$ cat src/rtl/poly_envelope.sv
// Polyphonic ADSR envelope with a sequential multiply-accumulate mixer.
// Optional build macro POLY_ENV_SCALE_EN: scale the final mix by 1/VOICES instead of saturating.
module poly_envelope #(
    parameter int DATA_WIDTH = 16,
    parameter int VOICES     = 4,
    parameter int FACTOR_W   = 5
) (
    input  logic                         sys_clk,
    input  logic                         rst_n,
    input  logic                         tick_i,
    input  logic                         sample_strobe_i,
    input  logic [VOICES-1:0]            gate_i,
    input  logic [VOICES*DATA_WIDTH-1:0] signal_i,
    input  logic [FACTOR_W-1:0]          attack_i,
    input  logic [FACTOR_W-1:0]          decay_i,
    input  logic [FACTOR_W-1:0]          sustain_i,
    input  logic [FACTOR_W-1:0]          release_i,
    output logic [DATA_WIDTH-1:0]        mix_o,
    output logic                         mix_valid_o,
    output logic                         busy_o,
    output logic [VOICES-1:0]            active_o
);

    localparam int IDX_W  = $clog2(VOICES);
    localparam int ACC_W  = DATA_WIDTH + IDX_W;
    localparam int ENV_W  = 16;
    localparam int PROD_W = DATA_WIDTH + ENV_W + 1;

    localparam logic signed [ACC_W-1:0] MIX_MAX = {{(IDX_W+1){1'b0}}, {(DATA_WIDTH-1){1'b1}}};
    localparam logic signed [ACC_W-1:0] MIX_MIN = {{(IDX_W+1){1'b1}}, {(DATA_WIDTH-1){1'b0}}};

    typedef enum logic [2:0] {
        ST_IDLE    = 3'd0,
        ST_ATTACK  = 3'd1,
        ST_DECAY   = 3'd2,
        ST_SUSTAIN = 3'd3,
        ST_RELEASE = 3'd4
    } env_state_e;

    env_state_e                    state_q [VOICES];
    env_state_e                    state_d [VOICES];
    logic [VOICES-1:0][ENV_W-1:0]  env_q;
    logic [VOICES-1:0][ENV_W-1:0]  env_d;
    logic [ENV_W:0]                lvl [VOICES];
    logic [VOICES-1:0]             gate_q;

    logic [ENV_W:0]   step_a, step_d, step_r;
    logic [ENV_W-1:0] sus;

    always_comb begin
        step_a = (17'(attack_i)  + 17'd1) << 6;
        step_d = (17'(decay_i)   + 17'd1) << 6;
        step_r = (17'(release_i) + 17'd1) << 6;
        sus    = 16'(sustain_i) << (ENV_W - FACTOR_W);
    end

    // Gate transition resolves first; a same-cycle tick then applies the new state's step.
    always_comb begin
        for (int unsigned v = 0; v < VOICES; v++) begin
            state_d[v] = state_q[v];
            lvl[v]     = {1'b0, env_q[v]};
            if (gate_i[v] && !gate_q[v] && (state_q[v] == ST_IDLE || state_q[v] == ST_RELEASE)) begin
                state_d[v] = ST_ATTACK;
            end else if (!gate_i[v] && (state_q[v] == ST_ATTACK || state_q[v] == ST_DECAY ||
                                        state_q[v] == ST_SUSTAIN)) begin
                state_d[v] = ST_RELEASE;
            end
            if (tick_i) begin
                case (state_d[v])
                    ST_ATTACK: begin
                        lvl[v] = lvl[v] + step_a;
                        if (lvl[v] >= 17'h0FFFF) begin
                            lvl[v]     = 17'h0FFFF;
                            state_d[v] = ST_DECAY;
                        end
                    end
                    ST_DECAY: begin
                        if (lvl[v] < step_d || (lvl[v] - step_d) <= {1'b0, sus}) begin
                            lvl[v]     = {1'b0, sus};
                            state_d[v] = ST_SUSTAIN;
                        end else begin
                            lvl[v] = lvl[v] - step_d;
                        end
                    end
                    ST_SUSTAIN: lvl[v] = {1'b0, sus};
                    ST_RELEASE: begin
                        if (lvl[v] <= step_r) begin
                            lvl[v]     = '0;
                            state_d[v] = ST_IDLE;
                        end else begin
                            lvl[v] = lvl[v] - step_r;
                        end
                    end
                    default: ;
                endcase
            end
            env_d[v] = lvl[v][ENV_W-1:0];
        end
    end

    logic                        busy_q, busy_d;
    logic [IDX_W-1:0]            idx_q, idx_d;
    logic signed [ACC_W-1:0]     acc_q, acc_d;
    logic [DATA_WIDTH-1:0]       mix_q, mix_d;
    logic                        valid_q, valid_d;

    logic signed [DATA_WIDTH-1:0] sig_sel;
    logic signed [PROD_W-1:0]     prod;
    logic signed [ACC_W-1:0]      prod_term;
    logic signed [ACC_W-1:0]      acc_sum;
    logic [DATA_WIDTH-1:0]        mix_red;

    always_comb begin
        sig_sel   = signal_i[int'(idx_q)*DATA_WIDTH +: DATA_WIDTH];
        prod      = sig_sel * $signed({1'b0, env_q[idx_q]});
        prod_term = ACC_W'(prod >>> ENV_W);
        acc_sum   = acc_q + prod_term;
`ifdef POLY_ENV_SCALE_EN
        mix_red   = DATA_WIDTH'(acc_sum >>> IDX_W);
`else
        if (acc_sum > MIX_MAX) begin
            mix_red = MIX_MAX[DATA_WIDTH-1:0];
        end else if (acc_sum < MIX_MIN) begin
            mix_red = MIX_MIN[DATA_WIDTH-1:0];
        end else begin
            mix_red = acc_sum[DATA_WIDTH-1:0];
        end
`endif
    end

    always_comb begin
        busy_d  = busy_q;
        idx_d   = idx_q;
        acc_d   = acc_q;
        mix_d   = mix_q;
        valid_d = 1'b0;
        if (busy_q) begin
            acc_d = acc_sum;
            idx_d = idx_q + 1'b1;
            if (idx_q == IDX_W'(VOICES - 1)) begin
                busy_d  = 1'b0;
                idx_d   = '0;
                mix_d   = mix_red;
                valid_d = 1'b1;
            end
        end else if (sample_strobe_i) begin
            busy_d = 1'b1;
            idx_d  = '0;
            acc_d  = '0;
        end
    end

    always_ff @(posedge sys_clk) begin
        if (!rst_n) begin
            for (int unsigned v = 0; v < VOICES; v++) begin
                state_q[v] <= ST_IDLE;
            end
            env_q   <= '0;
            gate_q  <= '0;
            busy_q  <= 1'b0;
            idx_q   <= '0;
            acc_q   <= '0;
            mix_q   <= '0;
            valid_q <= 1'b0;
        end else begin
            for (int unsigned v = 0; v < VOICES; v++) begin
                state_q[v] <= state_d[v];
            end
            env_q   <= env_d;
            gate_q  <= gate_i;
            busy_q  <= busy_d;
            idx_q   <= idx_d;
            acc_q   <= acc_d;
            mix_q   <= mix_d;
            valid_q <= valid_d;
        end
    end

    always_comb begin
        for (int unsigned v = 0; v < VOICES; v++) begin
            active_o[v] = (state_q[v] != ST_IDLE);
        end
    end

    assign mix_o       = mix_q;
    assign mix_valid_o = valid_q;
    assign busy_o      = busy_q;

endmodule
$ cat config.mk
export PLATFORM = sky130hd
export DESIGN_NAME = poly_envelope
export DESIGN_NICKNAME = d
export VERILOG_FILES = /design/src/rtl/poly_envelope.sv
export SDC_FILE = /design/constraint.sdc
export NUM_CORES = 1
export LEC_CHECK = 0
export BUFFER_PORTS_ARGS = -buffer_cell sky130_fd_sc_hd__buf_4
export CAP_MARGIN = 5
export CORE_MARGIN = 2
export CORE_UTILIZATION = 25
export CTS_CLUSTER_DIAMETER = 40
export CTS_CLUSTER_SIZE = 8
export DETAILED_ROUTE_END_ITERATION = 8
export REMOVE_ABC_BUFFERS = 1
export SLEW_MARGIN = 20
export SYNTH_ARGS = -nofsm -noshare
export SYNTH_HDL_FRONTEND = slang
export SYNTH_SLANG_ARGS = --single-unit
$ cat constraint.sdc
create_clock -name sys_clk -period 11.35 [get_ports sys_clk]
set_input_delay 2.27 -clock sys_clk [delete_from_list [all_inputs] [get_ports sys_clk]]
set_output_delay 2.27 -clock sys_clk [all_outputs]
set_load 0.1 [all_outputs]
==> results_dict.tcl <==
set metrics [dict create \
    wl_per_cell_um 16.1 \
    async_flop_share_pct 0 \
    drive_above_1_share_pct 9.17 \
    final_cells 3270 \
    whs_endpoint "mix_o[15]$_SDFFE_PN0P_" \
    final_area_um2 20600 \
    drt-total-wl_mm 52.6 \
    syn2layout_area_growth_pct 11.5 \
    first_iter_violations 963 \
    synth_flop_cell "dfxtp_1" \
    critical_path_class "input port to flip-flop" \
    leakage_nw 9.60 \
    clock_latency_ns 0.39 \
    cts-hold-fix-buffers 0 \
    clockBufferDepth 2 \
    final_cell_mix "322 x inv_1, 243 x ha_1, 195 x nand2_1" \
    core_um2 73000 \
    crit_top_cell "fa_1" \
    hold_depth 2 \
    synthAdderAreaFrac_pct 35.6 \
    drt-vias-per-instance 4.91 \
    floorplan.die_area_um2 75900 \
    slowest_delay_ns 0.61 \
    rrSetupSlack_ns 1.49 \
    rsz0062_at_grt "false" \
    ys_seq_area_share_pct 10.6 \
    grt_overflow 0 \
    timing.rr.end "mix_o[5]$_SDFFE_PN0P_" \
    ant_nets 0 \
    ir_worst_vdd_mv 0.114 \
    min_from "mix_o[15]$_SDFFE_PN0P_" \
    cap_violations 0 \
    final_common_cell "inv_1" \
    n_antenna_cell 0 \
    synth_compound_area_share_pct 18.3 \
    start_util_pct 25.3 \
    status "finished clean" \
    cts_tree "yes" \
    fp.dieW_um 276 \
    grt_max_degree 55 \
    worstReg2RegStart "idx_q[0]$_SDFFE_PN0P_" \
    place_area_um2 20300 \
    route.detailed.drc 0 \
    htree_num_levels 3 \
    final_nets 2817 \
    period_share_pct 95.3 \
    syn_area_um2 18400 \
    tns_ns 0 \
    netlist_instances 2259 \
    critPathMaxFanout 15 \
    r2r_cells 33 \
    endpoint_kind "flip-flop" \
    ys_seq_elements 98 \
    cp.arrival_ns 11.13 \
    finalCriticalPeriod_ns 10.81 \
    path_clk_slew_ns 0.08 \
    yosys.area_share.simple_pct 17.5 \
    grt_pass1_vias 15300 \
    critPathRequiredTime_ns 11.67 \
    vias 16100 \
    synthMuxAreaShare_pct 3.48 \
    ioPinCount 114 \
    clkSinkCount 98 \
    critical-path-slowest-cell "mux4_2" \
    synth_top_family_by_area "adder cells" \
    worstSetupStartpointType "input port" \
    synth_edf_count 0 \
    dp_cells 3254 \
    syn_avg_cell_area_um2 8.16 \
    yosysWarningCount 0 \
    hp-class "flip-flop to flip-flop" \
    utilization_pct 28.2 \
    tightestPinTransition_ns 1.10 \
    timing.max_slew.rel_slack_pct 26.1 \
    clock_skew_ns 0.0167 \
    finalHoldViolCount 0 \
    fmax_mhz 92.5 \
    gp_congestion 0.900 \
    cts_root_buffer "clkbuf_16" \
    first_pass_iters 5 \
    setup_viol 0 \
    synth-xor-area-share_pct 5.82 \
    p_total_w 0.00286 \
    grt_pass1_wl_mm 82.8 \
    fp-row-count 99 \
    cts_buffers 9 \
    grt_usage_pct 13.8 \
    die_h_um 276 \
    portBuffers 113 \
    powerDensity_nw_per_um2 139 \
    antenna_found_initial 0 \
    hpwlAfterDp_mm 42.7 \
    synth_cell_types 76 \
    slew_viol_final 0 \
]
==> synth_stat cells (6+ instances only) <==
cell type  instances  area (um2)
nand2b_1          28         175
o22ai_1           12        75.1
xor2_1            47         412
nand2_1          195         732
nand4_1           15        93.8
a21o_1            34         255
or4_1              6        45.0
dfxtp_1           98        1960
o21ai_0          128         641
o21a_1            22         165
a21boi_0          19         143
fa_1             176        3520
or3_1             10        62.6
o221ai_1          16         140
nor3_1            49         245
mux4_2            27         608
o21bai_1          13        97.6
o211ai_1          15         113
nor2b_1           31         194
nand3_1           40         200
a221oi_1          17         149
nor4_1             6        37.5
o31ai_1            8        60.1
ha_1             243        3040
a31oi_1           15        93.8
xnor2_1           71         622
inv_1            322        1210
or2_2             16         100
nor2_1           113         424
nor3b_1           27         203
o21ai_1            9        45.0
clkbuf_1          91         342
a211oi_1          20         150
and3_1            15        93.8
a21oi_1          138         691
and2_1            83         519
==> through the flow <==
| step | setup slack (ns) | hold WS (ns) |
|---|---|---|
| 2_1_floorplan | 0.995 | 0.479 |
| 3_3_place_gp | -0.0421 | 0.493 |
| 3_5_place_dp | -0.109 | 0.507 |
| 4_1_cts | 0.269 | 0.519 |
| 5_1_grt | 0.0142 | 0.559 |
| 6_report | 0.539 | 0.512 |
==> report_power, final <==
group / switching (W) / internal (W) / leakage [nW]
Sequential: 0.0000548 / 0.000378 / 0.801
Clock: 0.000162 / 0.000151 / 0.130
Combinational: 0.00122 / 0.000892 / 8.67
==> worst max-delay path by stage <==
stage                            endpoint  slack (ns)  depth (start not counted)         start
floorplan           mix_o[0]$_SDFFE_PN0P_         1.0                         32  signal_i[63]
global placement    mix_o[2]$_SDFFE_PN0P_       -0.04                         33  signal_i[54]
detailed placement  mix_o[5]$_SDFFE_PN0P_       -0.11                         33  signal_i[54]
CTS                 mix_o[5]$_SDFFE_PN0P_        0.27                         33  signal_i[54]
global route        mix_o[0]$_SDFFE_PN0P_        0.01                         36  signal_i[53]
finish              mix_o[5]$_SDFFE_PN0P_        0.54                         33  signal_i[54]
==> kinds of logic after synthesis <==
kind of cell             after synthesis
AO/OA/AOI/OAI                        524
XOR/XNOR                             120
adder cells (fa/ha/maj)              419
buffers and inverters                422
flip-flops                            98
multiplexers                          30
AND/OR/NAND/NOR                      646
==> what timing repair did <==
| item | 4_1_cts | 5_1_grt |
|---|---|---|
| setup buffers | 0 | 0 |
| endpoints found under the setup margin | 0 | 15 |
| resized for setup | 0 | 1 |
==> area by class of cell <==
class	instances	area, um2
inverters	324	1220
clock inverters	5	38.8
well taps	959	1200
clock buffers	11	233
fillers	7719	52400
multi-input cells	1739	14900
flip-flops and latches	98	1960
repair buffers	134	1020
==> routing by layer <==
layer  part of all wire (%)  track usage [%]  wire, um  vias up
met5                      0                0         0        -
met4                    2.2             3.94      1180        0
met3                    5.1             1.49      2690       54
met2                     46             22.9     24400      430
met1                     46             18.9     24400     7749
li1                       -                -         -     7824
==> worst max-delay path, delay by kind of cell <==
kind	cells	cell delay, ns
fa+ha+maj	8	3.69
compound gates	12	2.38
simple gates	6	1.67
mux	1	0.61
buf+inv	5	0.32
xor+xnor	1	0.15
==> flip-flops by register name, indices dropped and copies added, names as in the netlist <==
signal	flops
acc_q	18
env_q	44
busy_o	1
gate_q	4
mix_valid_o	1
mix_o	16
state_q	12
idx_q	2
No activity file was read; power rests on OpenSTA's default activity.
